## config.mk

```make
export PLATFORM = sky130hd
export DESIGN_NAME = seg7_scan_mux
export DESIGN_NICKNAME = d
export VERILOG_FILES = /design/src/rtl/seg7_pkg.sv /design/src/rtl/seg7_scan_mux_tick_prescaler.sv /design/src/rtl/seg7_scan_mux.sv
export SDC_FILE = /design/constraint.sdc
export NUM_CORES = 1
export LEC_CHECK = 0
export ABC_CLOCK_PERIOD_IN_PS = 5800
export CORE_UTILIZATION = 55
export DETAILED_ROUTE_END_ITERATION = 16
export GPL_TIMING_DRIVEN = 0
export PLACE_DENSITY = 0.91
export SETUP_SLACK_MARGIN = 0.3
export SLEW_MARGIN = 40
export SYNTH_ARGS = -nofsm -noshare
export SYNTH_HDL_FRONTEND = slang
export SYNTH_HIERARCHICAL = 1
export SYNTH_SLANG_ARGS = --single-unit
export TNS_END_PERCENT = 30
```

## constraint.sdc

```tcl
create_clock -name clk -period 5.8 [get_ports clk]
set_input_delay 1.45 -clock clk [delete_from_list [all_inputs] [get_ports clk]]
set_output_delay 1.45 -clock clk [all_outputs]
set_load 0.01 [all_outputs]
```

## src/rtl/seg7_pkg.sv

```systemverilog
// Shared types and constants for the 7-segment digit scanner.
package seg7_pkg;

    typedef enum logic [1:0] {
        SCAN      = 2'b00,
        HOLD      = 2'b01,
        OFF       = 2'b10,
        LAMP_TEST = 2'b11
    } mode_e;

    typedef enum logic {
        BLANK = 1'b0,
        SHOW  = 1'b1
    } state_e;

    // Nibble that lights every segment of the decoder (digit "8").
    localparam logic [3:0] LAMP_NIBBLE = 4'h8;

endpackage

```

## src/rtl/seg7_scan_mux_tick_prescaler.sv

```systemverilog
// Free-running phase prescaler: one tick every PRESCALE enabled clocks.
module tick_prescaler #(
    parameter int PRESCALE = 1024
) (
    input  logic clk,
    input  logic rstb,
    input  logic ena,
    output logic tick
);

    localparam int CNT_W = (PRESCALE > 1) ? $clog2(PRESCALE) : 1;
    localparam logic [CNT_W-1:0] LAST = CNT_W'(PRESCALE - 1);

    logic [CNT_W-1:0] count;

    // Tick marks the last cycle of a phase; it is gated by ena so a frozen
    // scanner never sees a boundary.
    assign tick = ena && (count == LAST);

    // Count 0..PRESCALE-1 while enabled, wrapping on the tick cycle.
    always_ff @(posedge clk or negedge rstb) begin
        if (!rstb) begin
            count <= '0;
        end else if (ena) begin
            count <= (count == LAST) ? '0 : count + 1'b1;
        end
    end

endmodule

```

## src/rtl/seg7_scan_mux.sv

```systemverilog
// Time-multiplexed digit scanner: snapshots a word of nibbles, walks the
// digits with a blanking phase between them and drives the 7-seg decoder.
module seg7_scan_mux
    import seg7_pkg::*;
#(
    parameter  int NUM_DIGITS = 4,
    parameter  int PRESCALE   = 1024,
    localparam int DATA_W     = 4 * NUM_DIGITS,
    localparam int IDX_W      = $clog2(NUM_DIGITS)
) (
    input  logic                  clk,
    input  logic                  rstb,
    input  logic                  ena,
    input  logic [DATA_W-1:0]     data_in,
    input  logic [NUM_DIGITS-1:0] dp_in,
    input  logic                  load,
    input  logic [1:0]            mode,
    input  logic [IDX_W-1:0]      hold_sel,
    output logic [3:0]            nibble,
    output logic                  dp,
    output logic [NUM_DIGITS-1:0] digit_en,
    output logic                  frame_done
);

    localparam logic [IDX_W-1:0]      LAST_IDX = IDX_W'(NUM_DIGITS - 1);
    localparam logic [NUM_DIGITS-1:0] ONE_HOT0 = NUM_DIGITS'(1);

    logic                  tick;
    logic [DATA_W-1:0]     shadow;
    logic [NUM_DIGITS-1:0] shadow_dp;
    mode_e                 mode_q;
    logic [IDX_W-1:0]      sel_q;
    logic [IDX_W-1:0]      idx;
    logic [IDX_W-1:0]      show_idx;
    state_e                state;

    tick_prescaler #(
        .PRESCALE (PRESCALE)
    ) u_prescaler (
        .clk  (clk),
        .rstb (rstb),
        .ena  (ena),
        .tick (tick)
    );

    // HOLD pins the scan to the sampled selection; other modes walk idx.
    assign show_idx = (mode_q == HOLD) ? sel_q : idx;

    // Shadow capture. The FSM reads the pre-load value on the same edge, so a
    // load coinciding with a SHOW entry only affects later digits.
    always_ff @(posedge clk or negedge rstb) begin
        if (!rstb) begin
            shadow    <= '0;
            shadow_dp <= '0;
        end else if (ena && load) begin
            shadow    <= data_in;
            shadow_dp <= dp_in;
        end
    end

    // Phase FSM with registered decoder outputs; mode/hold_sel are sampled
    // on each tick and acted upon at the following phase boundary.
    always_ff @(posedge clk or negedge rstb) begin
        if (!rstb) begin
            mode_q     <= SCAN;
            sel_q      <= '0;
            idx        <= '0;
            state      <= BLANK;
            nibble     <= '0;
            dp         <= 1'b0;
            digit_en   <= '0;
            frame_done <= 1'b0;
        end else if (ena) begin
            frame_done <= 1'b0;
            if (tick) begin
                mode_q <= mode_e'(mode);
                sel_q  <= hold_sel;
                if (mode_q == OFF) begin
                    state    <= BLANK;
                    idx      <= '0;
                    nibble   <= '0;
                    dp       <= 1'b0;
                    digit_en <= '0;
                end else if (state == BLANK) begin
                    state <= SHOW;
                    idx   <= show_idx;
                    if (mode_q == LAMP_TEST) begin
                        nibble   <= LAMP_NIBBLE;
                        dp       <= 1'b1;
                        digit_en <= '1;
                    end else begin
                        nibble   <= shadow[{show_idx, 2'b00} +: 4];
                        dp       <= shadow_dp[show_idx];
                        digit_en <= ONE_HOT0 << show_idx;
                    end
                end else begin
                    state    <= BLANK;
                    digit_en <= '0;
                    if (mode_q != HOLD) begin
                        idx <= idx + 1'b1;
                    end
                    frame_done <= (mode_q == SCAN) && (idx == LAST_IDX);
                end
            end
        end
    end

endmodule

```

==> summary.txt, run 1 <==
Die Wd -> 65.26 um
Seq/Total Area, Yosys -> 0.5344
CTS tree -> done
Seq cells post-synth -> 47
crit path cell chain -> clkdlybuf4s50_1 > buf_6 > nand4_1 > nor3_2 > nand2_1 > or3_1 > clkbuf_1 > nor2_1 > a22oi_1 > o21ai_1
Crit Path Max Fanout -> 9
number of I/O pins -> 38
first-pass GRT wire length -> 7.714 mm
most frequent cell after synthesis -> dfrtp_1
Max-Cap Viols -> 0
CTS Sinks -> 47
peak supply drop -> 0.1747 mV
Worst-path clk slew -> 90 ps
# fillers -> 264
arrival time at the worst endpoint -> 3900 ps
mean post-synth cell area -> 12.16 um^2
Sum Neg Setup Slack -> 0 ps
hold_buf cts -> 0
post-DP HPWL -> 3.285 mm
row count -> 22
Peak Freq -> 272.4 MHz
Crit path buffers/inverters -> 3
CTS resizes -> 0
Die Ht -> 65.26 um
clk_lat worst skew -> 300 ps
antenna viol nets, final -> 0
WHS -> 490.1 ps
top cells by count, synth -> 47 x dfrtp_1, 25 x mux2_2, 16 x nand2_1
Core Area -> 0.003744 mm^2
sequential power share -> 0.569
Distinct cells, synth -> 43
EDFF count, synth -> 0
top-area cell type share of the netlist area -> 0.5344
endpoints failing hold -> 0
Least-Margin Pin Slew -> 566.7 ps
TritonCTS Buffers -> 5
Req. time, crit path -> 6030 ps
status -> finished, final reports clean
Hold Path Class -> reg -> reg
diode count -> 0
PortBufs -> 37
drt wl/cell -> 16.45 um
Pint -> 0.5226 mW
Cells after Synth -> 181
Final Wtd Congestion -> 0.8166
ratio of cells with drive above 1 in the final layout -> 0.2070
vias -> 1583
slowest stage delay, CP -> 570 ps
Residual DRC -> 0
Comb pwr share -> 0.139
pwr/cell area -> 257.9 mW/mm^2
Pins Over Slew Limit -> 0
Yosys warnings -> 6
FFs w/ async S/R, synth -> 1.000
Setup-failing EPs final -> 0
# nets final -> 256
DR vias/cell -> 5.756
critical path's slowest cell -> clkdlybuf4s50_1
RSZ-0062 raised after global routing -> false
prevailing post-synth register cell -> dfrtp_1
crit share post-route -> 0.6330
P_sw -> 0.1862 mW
Bufs on Longest Clock Path -> 2
Switching Share -> 0.2627
Area contributors post-synth -> dfrtp_1 53%, mux2_2 13%, mux4_2 3.1%
H-tree Lvls -> 2
CP endpoint kind -> flip-flop
delay-heaviest family, CP -> simple AND/OR/NAND/NOR gates
initial antenna violation count -> 0
die area -> 0.004258 mm^2
Starting Density -> 0.5879
DR iter-0 viols -> 112
min cycle time layout -> 3671 ps
largest net degree at the start of global routing -> 28
Total GRT Usage -> 0.2485
vias in the first global route -> 1610
syn_nets -> 211
post-CTS setup buffer count -> 0
Clk pwr share -> 0.292
Slew HR -> 0.6222
Leakage Power -> 1.159 nW
CTS root buf -> clkbuf_8
drt pass-1 iters -> 4
crit start category -> input port
P&R area growth vs syn -> 24.84%
Syn Std Cell Area -> 0.002201 mm^2
CP Class -> in -> reg
Clock Skew -> 7.211 ps
Yosys top cell by area -> dfrtp_1
GRT overflow -> 0
Post-Route WL -> 4.524 mm
==> logic make-up (layout without fill, tap and decap cells) <==
group,count (synthesis),count (layout),share of synthesized area
AOI/OAI and AO/OA,37,37,0.1143
xor gates and xnor gates,5,5,0.01990
adders and majority gates,2,2,0.01137
buffers and inverters,14,60,0.03070
DFF,47,47,0.5344
muxes,32,32,0.1836
and+or+nand+nor,44,44,0.1057
==> flip-flops by register name, summed over array words and instances (netlist names) <==
name and count:
shadow 16, u_prescaler/count 10, digit_en 4, nibble 4, shadow_dp 4, idx 2, mode_q 2, sel_q 2
dp 1, frame_done 1, state 1
==> cells in the final DEF, fill, tap and decap left out, types with 2 or more instances in the layout <==
cell / n
nand3_1: 3
ha_1: 2
clkdlybuf4s50_1: 36
a22o_1: 4
xnor2_1: 5
mux4_2: 3
or3_1: 2
nand2_1: 16
a21oi_1: 6
nor3_1: 4
o21ai_0: 5
a22oi_1: 2
o21ai_1: 5
clkbuf_1: 6
nor2_1: 8
inv_1: 6
buf_6: 2
clkbuf_8: 6
nand4_1: 2
a221oi_1: 2
dfrtp_1: 47
nand4_2: 2
and2b_1: 2
mux2_1: 2
mux2_2: 25
==> through the flow <==
step	power [mW]	setup slack (ps)	cells	utilization	cell area, um^2
final	0.7088	2129	275	0.7340	2748
after global routing	0.7429	1990	275	0.7340	2748
after CTS	0.7122	2175	275	0.7340	2748
after detailed placement	0.5065	1881	267	0.7076	2649
after global placement	0.4956	2000	266	0.7029	2631
after floorplan	0.4588	2873	181	-	2201
==> power by group through the flow <==
stage / Combinational, mW / Clock (mW) / Sequential, mW
2_1_floorplan: 0.0610 / 0 / 0.398
3_3_place_gp: 0.0913 / 0 / 0.404
3_5_place_dp: 0.0988 / 0 / 0.408
4_1_cts: 0.0991 / 0.211 / 0.402
5_1_grt: 0.108 / 0.227 / 0.409
6_report: 0.0982 / 0.207 / 0.403
==> cell type report <==
cell class / instances / area, um^2 / area share
Inverter: 6 / 22.52 / 0.008197
Multi-Input combinational cell: 120 / 957.2 / 0.3484
Sequential cell: 47 / 1176 / 0.4281
Buffer: 8 / 45.04 / 0.01639
Tap cell: 48 / 60.06 / 0.02186
Timing Repair Buffer: 38 / 387.9 / 0.1412
Clock buffer: 6 / 82.58 / 0.03005
Clock inverter: 2 / 16.27 / 0.005920
==> worst min-delay path, delay by kind of cell, from the launching register on <==
family | cells | cell delay [ps]
AOI/OAI and AO/OA | 1 | 60
DFF | 1 | 350
and+or+nand+nor | 1 | 50
==> path summary, 6_finish.rpt <==
path / from / cells after the start / endpoint / slack, ps
setup / recovery: ena / 10 / dp / 2130
hold / removal: digit_en[2] / 2 / digit_en[2] / 490
setup reg to reg: u_prescaler/count[1] / 9 / dp / 3370
hold reg to reg: digit_en[2] / 2 / digit_en[2] / 490
max in group asynchronous: rstb / 2 / shadow[15] / 4360
min in group asynchronous: rstb / 1 / sel_q[1] / 1010
==> per-layer routing <==
layer	track usage	vias to the layer above	wire length (um)
li1	-	748	-
met1	0.3137	776	1906
met2	0.3956	53	2316
met3	0.06771	6	220
met4	0.1168	0	80
met5	0	-	0
Power figures use the tool's default switching activity.
==> run 2: changes to the inputs <==
--- a/config.mk
+++ b/config.mk
@@ -5,11 +5,11 @@
 export SDC_FILE = /design/constraint.sdc
 export NUM_CORES = 1
 export LEC_CHECK = 0
-export ABC_CLOCK_PERIOD_IN_PS = 5800
-export CORE_UTILIZATION = 55
+export ABC_CLOCK_PERIOD_IN_PS = 3300
+export CORE_UTILIZATION = 47
 export DETAILED_ROUTE_END_ITERATION = 16
 export GPL_TIMING_DRIVEN = 0
-export PLACE_DENSITY = 0.91
+export PLACE_DENSITY = 0.83
 export SETUP_SLACK_MARGIN = 0.3
 export SLEW_MARGIN = 40
 export SYNTH_ARGS = -nofsm -noshare
==> constraint.sdc (replaced) <==
create_clock -name clk -period 3.3 [get_ports clk]
set_input_delay 0.825 -clock clk [delete_from_list [all_inputs] [get_ports clk]]
set_output_delay 0.825 -clock clk [all_outputs]
set_load 0.01 [all_outputs]
==> run 2 against run 1 <==
Setup slack worse by 1700 ps. Register-to-register slack worse by 2300 ps. Sequential cell count unchanged. First-iteration DRC count fell by 1.8%. Combinational power is 73% higher. Die area is 16% higher. Utilization down 10 points. Sequential share of layout area down 0.48 points. Global-route usage shrank 6.4 points. Clock power grew 98%. Clock skew rose by 5.8 ps. Largest cell class unchanged. Largest power group unchanged.
==> summary.txt, run 2 (same netlist as run 1, synthesis figures left out) <==
status -> finished, final reports clean (unchanged)
Setup-failing EPs final -> 0 (unchanged)
ratio of cells with drive above 1 in the final layout -> 0.2159 (was 0.2070)
Hold Path Class -> in -> async (was reg -> reg)
DR iter-0 viols -> 110 (was 112)
Final Wtd Congestion -> 0.7666 (was 0.8166)
Die Ht -> 70.43 um (was 65.26 um)
Reg with most FFs -> shadow (unchanged)
Bufs on Longest Clock Path -> 2 (unchanged)
Sum Neg Setup Slack -> 0 ps (unchanged)
number of I/O pins -> 38 (unchanged)
Top Metal Used -> met4 (unchanged)
Slew HR -> 0.6120 (was 0.6222)
Least-Margin Pin Slew -> 582.0 ps (was 566.7 ps)
met2 wire length -> 2.113 mm (was 2.316 mm)
H-tree Lvls -> 2 (unchanged)
WHS -> 338.6 ps (was 490.1 ps)
clk_lat worst skew -> 300 ps (about the same)
Residual DRC -> 0 (unchanged)
largest net degree at the start of global routing -> 39 (was 28)
PortBufs -> 37 (unchanged)
wl on met1 -> 1.951 mm (was 1.906 mm)
RSZ-0062 raised after global routing -> false (unchanged)
min cycle time layout -> 2885 ps
critical path's slowest cell -> clkdlybuf4s50_1 (unchanged)
FF-to-FF path depth -> 9 (unchanged)
CTS tree -> done (unchanged)
CP Class -> in -> reg (unchanged)
FF-to-FF setup slack -> 1040 ps (was 3370 ps)
pwr/cell area -> 463.6 mW/mm^2 (was 257.9 mW/mm^2)
P&R area growth vs syn -> 26.27% (was 24.84%)
diode count -> 0 (unchanged)
CTS root buf -> clkbuf_8 (unchanged)
Core Area -> 0.004414 mm^2 (was 0.003744 mm^2)
max FFs per register -> 16 (unchanged)
Die Wd -> 70.43 um (was 65.26 um)
Starting Density -> 0.4986 (was 0.5879)
die area -> 0.004960 mm^2 (was 0.004258 mm^2)
crit share post-route -> 0.8744
endpoints failing hold -> 0 (unchanged)
Max-Cap Viols -> 0 (unchanged)
vias in the first global route -> 1450 (was 1610)
drt pass-1 iters -> 4 (unchanged)
WL met3 -> 153 um (was 220 um)
Crit Reg-Reg Endpoint -> nibble[3] (was dp)
vias -> 1549 (was 1583)
post-DP HPWL -> 3.029 mm (was 3.285 mm)
delay-heaviest family, CP -> simple AND/OR/NAND/NOR gates (unchanged)
most frequent cells in the layout -> 47 x dfrtp_1, 36 x clkdlybuf4s50_1, 25 x mux2_2, 15 x nand2_1, 7 x nor2_1 (was 47 x dfrtp_1, 36 x clkdlybuf4s50_1, 25 x mux2_2, 16 x nand2_1, 8 x nor2_1)
commonest non-fill, non-tap cell in the layout -> dfrtp_1 (unchanged)
Clock Skew -> 12.99 ps (was 7.211 ps)
initial antenna violation count -> 0 (unchanged)
Crit Path Max Fanout -> 9 (unchanged)
# nets final -> 257 (was 256)
GRT overflow -> 0 (unchanged)
Peak Freq -> 346.6 MHz
Crit path buffers/inverters -> 3 (unchanged)
arrival time at the worst endpoint -> 3110 ps (was 3900 ps)
Req. time, crit path -> 3520 ps (was 6030 ps)
worst r2r src -> u_prescaler/count[1] (unchanged)
Pins Over Slew Limit -> 0 (unchanged)
Final WS setup -> 414.6 ps (was 2129 ps)
crit path cell chain -> clkdlybuf4s50_1 > buf_6 > nand4_1 > nor3_4 > nand2_2 > or3_1 > clkbuf_1 > nor2_2 > a22oi_1 > o21ai_1 (was clkdlybuf4s50_1 > buf_6 > nand4_1 > nor3_2 > nand2_1 > or3_1 > clkbuf_1 > nor2_1 > a22oi_1 > o21ai_1)
Leakage Power -> 1.185 nW (was 1.159 nW)
peak supply drop -> 0.2663 mV (was 0.1747 mV)
Largest regs -> shadow x16, u_prescaler/count x10 (unchanged)
antenna viol nets, final -> 0 (unchanged)
Post-Route WL -> 4.226 mm (was 4.524 mm)
DR vias/cell -> 5.552 (was 5.756)
first-pass GRT wire length -> 6.989 mm (was 7.714 mm)
CP endpoint kind -> flip-flop (unchanged)
Worst-path clk slew -> 90 ps (about the same)
crit start category -> input port (unchanged)
Total GRT Usage -> 0.1844 (was 0.2485)
CTS Sinks -> 47 (unchanged)
TritonCTS Buffers -> 5 (unchanged)
drt wl/cell -> 15.15 um (was 16.45 um)
row count -> 24 (was 22)
slowest stage delay, CP -> 580 ps (was 570 ps)
dpl ws -> 11.67 ps (was 1881 ps)
run 2: worst max path at each step:
stage | from | to | slack [ps] | cells past startpoint
5_1_grt | ena | nibble[3] | 290 | 10
4_1_cts | ena | nibble[3] | 310 | 10
6_report | ena | nibble[3] | 410 | 10
2_1_floorplan | ena | nibble[3] | 1000 | 9
3_3_place_gp | ena | nibble[3] | 70 | 10
3_5_place_dp | ena | nibble[3] | 10 | 10
run 2: layout make-up:
cell class,instances,area [um^2]
Clock buffer,5,68.82
Tap cell,52,65.06
Buffer,8,45.04
Clock inverter,2,37.54
Sequential cell,47,1176
Timing Repair Buffer,39,395.4
Inverter,6,22.52
Fill cell,335,1635
Multi-Input combinational cell,120,968.4
run 2: repair_timing:
item,CTS,global route
hold buffers,0,0
buffers inserted,0,1
endpoints found under the setup margin,0,2
resized for setup,0,3
run 2: per-stage QoR:
step                  util  total power, mW  instances  area, um^2
global placement    0.5972           0.8716        270        2636
CTS                 0.6253            1.297        278        2760
global route        0.6295            1.354        279        2779
floorplan                -           0.8064        181        2201
detailed placement  0.6012           0.8862        271        2654
finish              0.6295            1.288        279        2779
run 2: report_power, final:
group / switching (mW) / internal, mW / leakage [nW]
sequential: 0.0664 / 0.642 / 0.602
clock: 0.188 / 0.221 / 0.0502
combinational: 0.0648 / 0.106 / 0.532
total: 0.319 / 0.969 / 1.18
run 2: per-layer routing:
layer,global-route usage,vias to the layer above
met5,0,-
met4,0.06000,0
met3,0.04618,2
met2,0.2952,32
met1,0.2452,762
li1,-,753
